`src/rtl/scanner_receiver.sv`:
```
// rtl/scanner_receiver.sv - serial word deserializer feeding a small FIFO, with scanner ready handshake
// Optional partial-word abort on serial-clock inactivity: define SCANNER_RECEIVER_TIMEOUT_EN.
module scanner_receiver #(
  parameter int WORD_BITS = 4,
  parameter int DEPTH     = 4,
  parameter int PTR_BITS  = 2,
  parameter int TIMEOUT   = 64
) (
  input  logic                  clk,
  input  logic                  rst,
  input  logic                  serialClk,
  input  logic                  serialData,
  output logic                  readyForTransfer,
  input  logic                  rdEn,
  output logic [WORD_BITS-1:0]  rdData,
  output logic                  fifoEmpty,
  output logic                  fifoFull,
  output logic [PTR_BITS:0]     fifoCount,
  output logic                  overflowErr,
  output logic                  timeoutErr
);

  localparam logic [1:0] IDLE   = 2'd0;
  localparam logic [1:0] SHIFT  = 2'd1;
  localparam logic [1:0] COMMIT = 2'd2;

  localparam int CNT_BITS = $clog2(WORD_BITS + 1);
  localparam logic [CNT_BITS-1:0] LAST_BIT  = CNT_BITS'(WORD_BITS - 1);
  localparam logic [PTR_BITS:0]   FULL_CNT  = (PTR_BITS + 1)'(DEPTH);

  logic                 sclk_s1_q, sclk_s1_d, sclk_s2_q, sclk_s2_d, sclk_prev_q, sclk_prev_d;
  logic                 sdata_s1_q, sdata_s1_d, sdata_s2_q, sdata_s2_d;
  logic [1:0]           state_q, state_d;
  logic [WORD_BITS-1:0] shift_q, shift_d;
  logic [CNT_BITS-1:0]  bit_cnt_q, bit_cnt_d;
  logic [PTR_BITS-1:0]  wr_ptr_q, wr_ptr_d, rd_ptr_q, rd_ptr_d;
  logic [PTR_BITS:0]    count_q, count_d;
  logic                 empty_q, empty_d, full_q, full_d;
  logic [WORD_BITS-1:0] rd_data_q, rd_data_d;
  logic [WORD_BITS-1:0] mem_q [DEPTH];
  logic [WORD_BITS-1:0] mem_d [DEPTH];
  logic                 ovf_q, ovf_d, tmo_q, tmo_d;
  logic                 sclk_rise, wr_en, rd_en;
  logic [WORD_BITS:0]   shift_ext;

`ifdef SCANNER_RECEIVER_TIMEOUT_EN
  localparam int IDLE_BITS = $clog2(TIMEOUT + 1);
  localparam logic [IDLE_BITS-1:0] IDLE_LAST = IDLE_BITS'(TIMEOUT - 1);
  logic [IDLE_BITS-1:0] idle_cnt_q, idle_cnt_d;
`else
  logic unused_timeout;
  assign unused_timeout = (TIMEOUT > 0);
`endif

  assign sclk_rise = sclk_s2_q & ~sclk_prev_q;
  assign shift_ext = {shift_q, sdata_s2_q};
  assign rd_en     = rdEn & ~empty_q;

  always_comb begin
    sclk_s1_d   = serialClk;
    sclk_s2_d   = sclk_s1_q;
    sclk_prev_d = sclk_s2_q;
    sdata_s1_d  = serialData;
    sdata_s2_d  = sdata_s1_q;
    state_d     = state_q;
    shift_d     = shift_q;
    bit_cnt_d   = bit_cnt_q;
    ovf_d       = ovf_q;
    tmo_d       = tmo_q;
    wr_en       = 1'b0;
`ifdef SCANNER_RECEIVER_TIMEOUT_EN
    idle_cnt_d  = '0;
`endif
    case (state_q)
      IDLE: begin
        if (sclk_rise) begin
          if (full_q) begin
            ovf_d = 1'b1;
          end else begin
            shift_d   = shift_ext[WORD_BITS-1:0];
            bit_cnt_d = CNT_BITS'(1);
            state_d   = (WORD_BITS == 1) ? COMMIT : SHIFT;
          end
        end
      end
      SHIFT: begin
        if (sclk_rise) begin
          shift_d   = shift_ext[WORD_BITS-1:0];
          bit_cnt_d = bit_cnt_q + CNT_BITS'(1);
          if (bit_cnt_q == LAST_BIT) state_d = COMMIT;
        end
`ifdef SCANNER_RECEIVER_TIMEOUT_EN
        else if (idle_cnt_q == IDLE_LAST) begin
          shift_d   = '0;
          bit_cnt_d = '0;
          tmo_d     = 1'b1;
          state_d   = IDLE;
        end else begin
          idle_cnt_d = idle_cnt_q + IDLE_BITS'(1);
        end
`endif
      end
      COMMIT: begin
        wr_en     = 1'b1;
        bit_cnt_d = '0;
        state_d   = IDLE;
        if (sclk_rise) ovf_d = 1'b1;
      end
      default: state_d = IDLE;
    endcase
  end

  // Entry to a word requires a free slot, so a COMMIT write never meets a full FIFO.
  always_comb begin
    mem_d     = mem_q;
    wr_ptr_d  = wr_ptr_q;
    rd_ptr_d  = rd_ptr_q;
    rd_data_d = rd_data_q;
    count_d   = count_q;
    if (wr_en) begin
      mem_d[wr_ptr_q] = shift_q;
      wr_ptr_d        = wr_ptr_q + PTR_BITS'(1);
    end
    if (rd_en) begin
      rd_data_d = mem_q[rd_ptr_q];
      rd_ptr_d  = rd_ptr_q + PTR_BITS'(1);
    end
    case ({wr_en, rd_en})
      2'b10:   count_d = count_q + (PTR_BITS + 1)'(1);
      2'b01:   count_d = count_q - (PTR_BITS + 1)'(1);
      default: count_d = count_q;
    endcase
    empty_d = (count_d == '0);
    full_d  = (count_d == FULL_CNT);
  end

  always_ff @(posedge clk) begin
    mem_q <= mem_d;
    if (rst) begin
      sclk_s1_q   <= 1'b0;
      sclk_s2_q   <= 1'b0;
      sclk_prev_q <= 1'b0;
      sdata_s1_q  <= 1'b0;
      sdata_s2_q  <= 1'b0;
      state_q     <= IDLE;
      shift_q     <= '0;
      bit_cnt_q   <= '0;
      wr_ptr_q    <= '0;
      rd_ptr_q    <= '0;
      count_q     <= '0;
      empty_q     <= 1'b1;
      full_q      <= 1'b0;
      rd_data_q   <= '0;
      ovf_q       <= 1'b0;
      tmo_q       <= 1'b0;
    end else begin
      sclk_s1_q   <= sclk_s1_d;
      sclk_s2_q   <= sclk_s2_d;
      sclk_prev_q <= sclk_prev_d;
      sdata_s1_q  <= sdata_s1_d;
      sdata_s2_q  <= sdata_s2_d;
      state_q     <= state_d;
      shift_q     <= shift_d;
      bit_cnt_q   <= bit_cnt_d;
      wr_ptr_q    <= wr_ptr_d;
      rd_ptr_q    <= rd_ptr_d;
      count_q     <= count_d;
      empty_q     <= empty_d;
      full_q      <= full_d;
      rd_data_q   <= rd_data_d;
      ovf_q       <= ovf_d;
      tmo_q       <= tmo_d;
    end
  end

`ifdef SCANNER_RECEIVER_TIMEOUT_EN
  always_ff @(posedge clk) begin
    if (rst) idle_cnt_q <= '0;
    else     idle_cnt_q <= idle_cnt_d;
  end
`endif

  assign readyForTransfer = ~rst & (state_q == IDLE) & ~full_q;
  assign rdData           = rd_data_q;
  assign fifoEmpty        = empty_q;
  assign fifoFull         = full_q;
  assign fifoCount        = count_q;
  assign overflowErr      = ovf_q;
  assign timeoutErr       = tmo_q;

endmodule

```
`config.mk`:
```
export PLATFORM = sky130hd
export DESIGN_NAME = scanner_receiver
export DESIGN_NICKNAME = d
export VERILOG_FILES = /design/src/rtl/scanner_receiver.sv
export SDC_FILE = /design/constraint.sdc
export NUM_CORES = 1
export LEC_CHECK = 0
export ABC_AREA = 1
export CAP_MARGIN = 10
export CORE_ASPECT_RATIO = 0.5
export CORE_MARGIN = 2
export CORE_UTILIZATION = 25
export CTS_CLUSTER_SIZE = 25
export DETAILED_ROUTE_END_ITERATION = 10
export REMOVE_ABC_BUFFERS = 1
export SLEW_MARGIN = 20
export SYNTH_ARGS = -nofsm -noshare
export SYNTH_HDL_FRONTEND = slang
export SYNTH_SLANG_ARGS = --single-unit
```
`constraint.sdc`:
```
create_clock -name clk -period 2.7 [get_ports clk]
set_input_delay 0.675 -clock clk [delete_from_list [all_inputs] [get_ports clk]]
set_output_delay 0.675 -clock clk [all_outputs]
set_load 0.005 [all_outputs]
```
### After elaboration in Yosys (flattened, before gate mapping)

Cells that the tools add are included.

| operators by class | value |
|---|---|
| bitwise operators | 10 |
| $add $sub $neg | 5 |
| eq/ne operators | 12 |
| mux-type cells | 25 |
| reductions and logical operators | 10 |
| magnitude comparators | 3 |

Operators by type and width:

| operator | number |
|---|---|
| $mux 4 | 6 |
| $bwmux 16 | 1 |
| $reduce_and 4->1 | 4 |
| $ne 2x2->1 const B | 6 |
| $mux 3 | 3 |
| $pmux 3 s3 | 1 |
| $bmux 4 s2 | 1 |
| $demux 4 s2 | 1 |
| $mux 2 | 4 |
| $pmux 4 s2 | 1 |
| $add 3x1->3 const B | 2 |
| $ge 3x3->1 const B | 2 |
| $not 2->3 | 2 |
| $pmux 3 s2 | 1 |
| $add 2x1->2 const B | 2 |
| $and 1x1->1 | 4 |
| $eq 2x1->1 const B | 2 |
| $eq 2x2->1 const B | 2 |
| $mux 1 | 4 |
| $not 1->1 | 4 |
| $pmux 2 s2 | 1 |
| $reduce_bool 2->1 | 2 |
| $eq 3x2->1 const B | 1 |
| $eq 3x3->1 const B | 1 |
| other kinds (7) | 7 |

| word-level totals | value |
|---|---|
| bits in registers | 44 |
| logic and storage cells | 84 |
| output and inout bits | 12 |

### Longest topological paths before layout

| depth | value |
|---|---|
| depth in word-level cells | 6 |
| gate-level depth with buffers | 12 |
| gate-level depth less buffers | 12 |

### Worst setup path before layout

Ideal clock, no wire load.

| timing path | value |
|---|---|
| path type | input to register |
| start point | input port rdEn |
| end point | register empty_q (netlist: fifoEmpty) |
| buffers on the path | 1 |
| required time | 2636 ps |
| setup slack | 664 ps |
| stages | 10 |
| arrival time | 1972 ps |
| cells stage by stage | inv_1 nor2_1 buf_4 ha_1 fa_1 nand2_1 nand2_1 nor2_1 nor2_1 nor2_1 |

| between the ends | value |
|---|---|
| longest elaborated chain between the ends | 4 |
| elaborated cells on any way between the ends | 5 |
| those cells by class | eq/ne: 2; mux: 1; bitwise: 1; reduce/logical: 1 |

Ends and longest elaborated chain:

| element | RTL line | text |
|---|---|---|
| start, declared | 14 | `input logic rdEn,` |
| $and 1x1->1 (*) | 57 | `assign rd_en = rdEn & ~empty_q;` |
| $eq 2x1->1 / $eq 2x2->1 (equally long branches) | 128 | `case ({wr_en, rd_en})` |
| $pmux 3 s2 (*) | 128 |  |
| $logic_not 3->1 (*) | 133 | `empty_d = (count_d == '0);` |
| end signal, assigned | 168 | `empty_q <= empty_d;` |
| end, declared | 38 | `logic empty_q, empty_d, full_q, full_d;` |

Every way passes the cells marked *; elsewhere a longest branch is shown, timed or not.
A chain may end at the register's enable or synchronous reset.

### Final worst setup path

| timing path | value |
|---|---|
| start point | register state_q[0] |
| end point | output port readyForTransfer |

| between the ends | value |
|---|---|
| longest elaborated chain between the ends | 3 |

Ends and longest elaborated chain:

| element | RTL line | text |
|---|---|---|
| start, declared | 33 | `logic [1:0] state_q, state_d;` |
| start signal, assigned | 162 | `state_q <= state_d;` |
| $logic_not 2->1 | 183 | `assign readyForTransfer = ~rst & (state_q == IDLE) & ~full_q;` |
| $and 1x1->1 (2 in a row) | 183 |  |
| end, declared | 13 | `output logic readyForTransfer,` |

Every way passes these cells.

==> out/results.tsv <==
metric	value	unit
cp_top_family	buffers and inverters	
dieArea	0.008741	sq mm
synthArstFlopShare	0	%
worstSetupPathType	reg -> out	
arrival	1.75	ns
cts.sinks	44	
grt_setup_unrepaired	no	
synthCells	233	
finalHoldViolCount	0	
path_clk_slew	0.06	ns
ios	17	
drt_iter0_markers	94	
start_util	26.51	%
wl_per_cell	9.236	um
synth_cell_types	21	
setup_viol	0	
gp_congestion	0.7991	
ys_seq_area_share	52.26	%
io_buffers	15	
synth_top_area_share	28.14	%
grt_pass1_wl	5.471	mm
startpoint_type	flop	
synth_warnings	0	
wl	3.325	mm
cp_max_fo	5	
tns	0	ns
ys_top_cells_by_count	46 x nor2_1, 41 x inv_1, 33 x nand2_1, 28 x dfxtp_1, 18 x o21ai_0	
ant_nets	0	
peakVddDrop	0.2607	mV
antenna_found_initial	0	
ys.flop_type	dfxtp_1	
syn_avg_cell_area	8.549	sq um
max_freq	412.7	MHz
path_cells	inv_1 -> ha_1 -> nand2_1 -> nor2_1 -> clkdlybuf4s50_1	
dp.cells	352	
cap_viol_max_count	0	
hpwl	2.567	mm
clock_latency	0.28	ns
post_drt_via_cell_ratio	3.889	
crit_slowest_cell	clkdlybuf4s50_1	
dr_total_vias	1400	
drc_errors	0	
grt-ovfl-total	0	
cts_tree	yes	
synth_area_leaders	dfxtp_1 28%, edfxtp_1 24%, ha_1 8.8%	
grt_max_degree	17	
coreArea	0.007515	sq mm
status	completed	
p_leak	0.001024	uW
drive_above_1_share	7.143	%
synth_edf_count	16	
die_x	130.2	um
grt_pass1_vias	1279	
cts_hold_buf	0	
worstPathRequired	2.03	ns
grt_use_total	8.339	%
crit_path_max_incr_delay	0.50	ns
reg2reg_slack	0.62	ns
fin_crit	2.423	ns
finalClockSkew	0.005366	ns
cts_buffers	5	
nets	271	
synth.most_common_cell	nor2_1	
syn2layout_area_growth	20.29	%
num_rows	22	
die_h	67.12	um
finalNonFillerCells	360	
synth_area	0.001992	sq mm
cts_setup_buffers	0	
endpoint_kind	output port	
cts_max_level	2	
cts_resized	0	
power_density	817.9	mW/mm^2
antenna_cells	0	
slew_violations	0	
critPathBufInv	2	
fill_cells	764	
clk_path_buf_depth	2	
synth_seq_cells	44	
fin_crit_sh	89.75	%
holdCritPathClass	reg -> reg	
yosys.area.top_type	dfxtp_1	
cts-root-buf	clkbuf_16	
first_pass_iters	4	
tightest hold or removal path, cell delays in order, from the launching register on:
cell	delay, ns
dfxtp_1	0.30
inv_1	0.04
nor2_1	0.03
logic make-up (layout without fill, tap and decap cells):
logic type / after synthesis / after routing / synth area share (%)
and+or+nand+nor: 92 / 92 / 19.03
other: 1 / 1 / 0.1883
DFF: 44 / 44 / 52.26
xor gates and xnor gates: 1 / 1 / 0.4398
AOI/OAI and AO/OA: 32 / 32 / 8.355
adders and majority gates: 15 / 15 / 9.799
buffers and inverters: 48 / 67 / 9.925
area by class of cell:
cell class                 instances  area [sq um]  share of cell area, %
sequential                        44          1041                  43.45
multi-input combinational        141         753.2                  31.44
timing repair buffer              17         165.2                  6.893
inverter                          42         157.7                  6.580
tap                              108         135.1                  5.640
clock buffer                       5         125.1                  5.222
clock inverter                     3         18.77                 0.7833
where the power goes:
group	switching, uW	total (uW)	internal (uW)
clock	238	578	340
sequential	68.3	861	793
combinational	300	521	221
routing by layer:
layer / vias to the layer above / GRT usage, % / wire length [um]
met2: 14 / 14.27 / 1598
met4: 0 / 4.435 / 71
met5: - / 0 / 0
li1: 753 / - / -
met1: 626 / 9.042 / 1545
met3: 7 / 3.373 / 110
state kept, by name, indices dropped and copies added (netlist names), 2 cells and up:
name / flops
bit_cnt_q: 3
fifoCount: 3
mem_q: 16
rdData: 4
rd_ptr_q: 2
shift_q: 4
state_q: 2
wr_ptr_q: 2
cell usage in the layout (no fill, tap or decap), drive strengths merged:
cell type and instances:
fa 1, a21oi 13, nand2 37, buf 2, o21ai 18, clkbuf 5, nand3 7, edfxtp 16
o211ai 1, dfxtp 28, xnor2 1, inv 42, nor2 47, nand4 1, ha 14, clkinv 3
clkdlybuf4s50 15, conb 1
per-stage QoR:
step | cell area (sq um) | hold WS (ns) | setup slack [ns] | utilization (%) | power (uW)
6_report | 2396 | 0.4015 | 0.2769 | 31.88 | 1960
5_1_grt | 2396 | 0.4276 | 0.1816 | 31.88 | 2104
2_1_floorplan | 1952 | 0.3883 | 0.4677 | - | 1234
4_1_cts | 2396 | 0.4076 | 0.2511 | 31.88 | 1988
3_3_place_gp | 2252 | 0.3969 | 0.3081 | 29.97 | 1379
3_5_place_dp | 2252 | 0.3998 | 0.2406 | 29.97 | 1402
worst paths after layout:
kind | startpoint | to | depth (start not counted)
max reg2reg | state_q[0] | fifoEmpty | 11
min | sdata_s1_q | sdata_s2_q | 2
min reg2reg | sdata_s1_q | sdata_s2_q | 2
max | state_q[0] | readyForTransfer | 5
No activity file was read; power rests on OpenSTA's default activity.
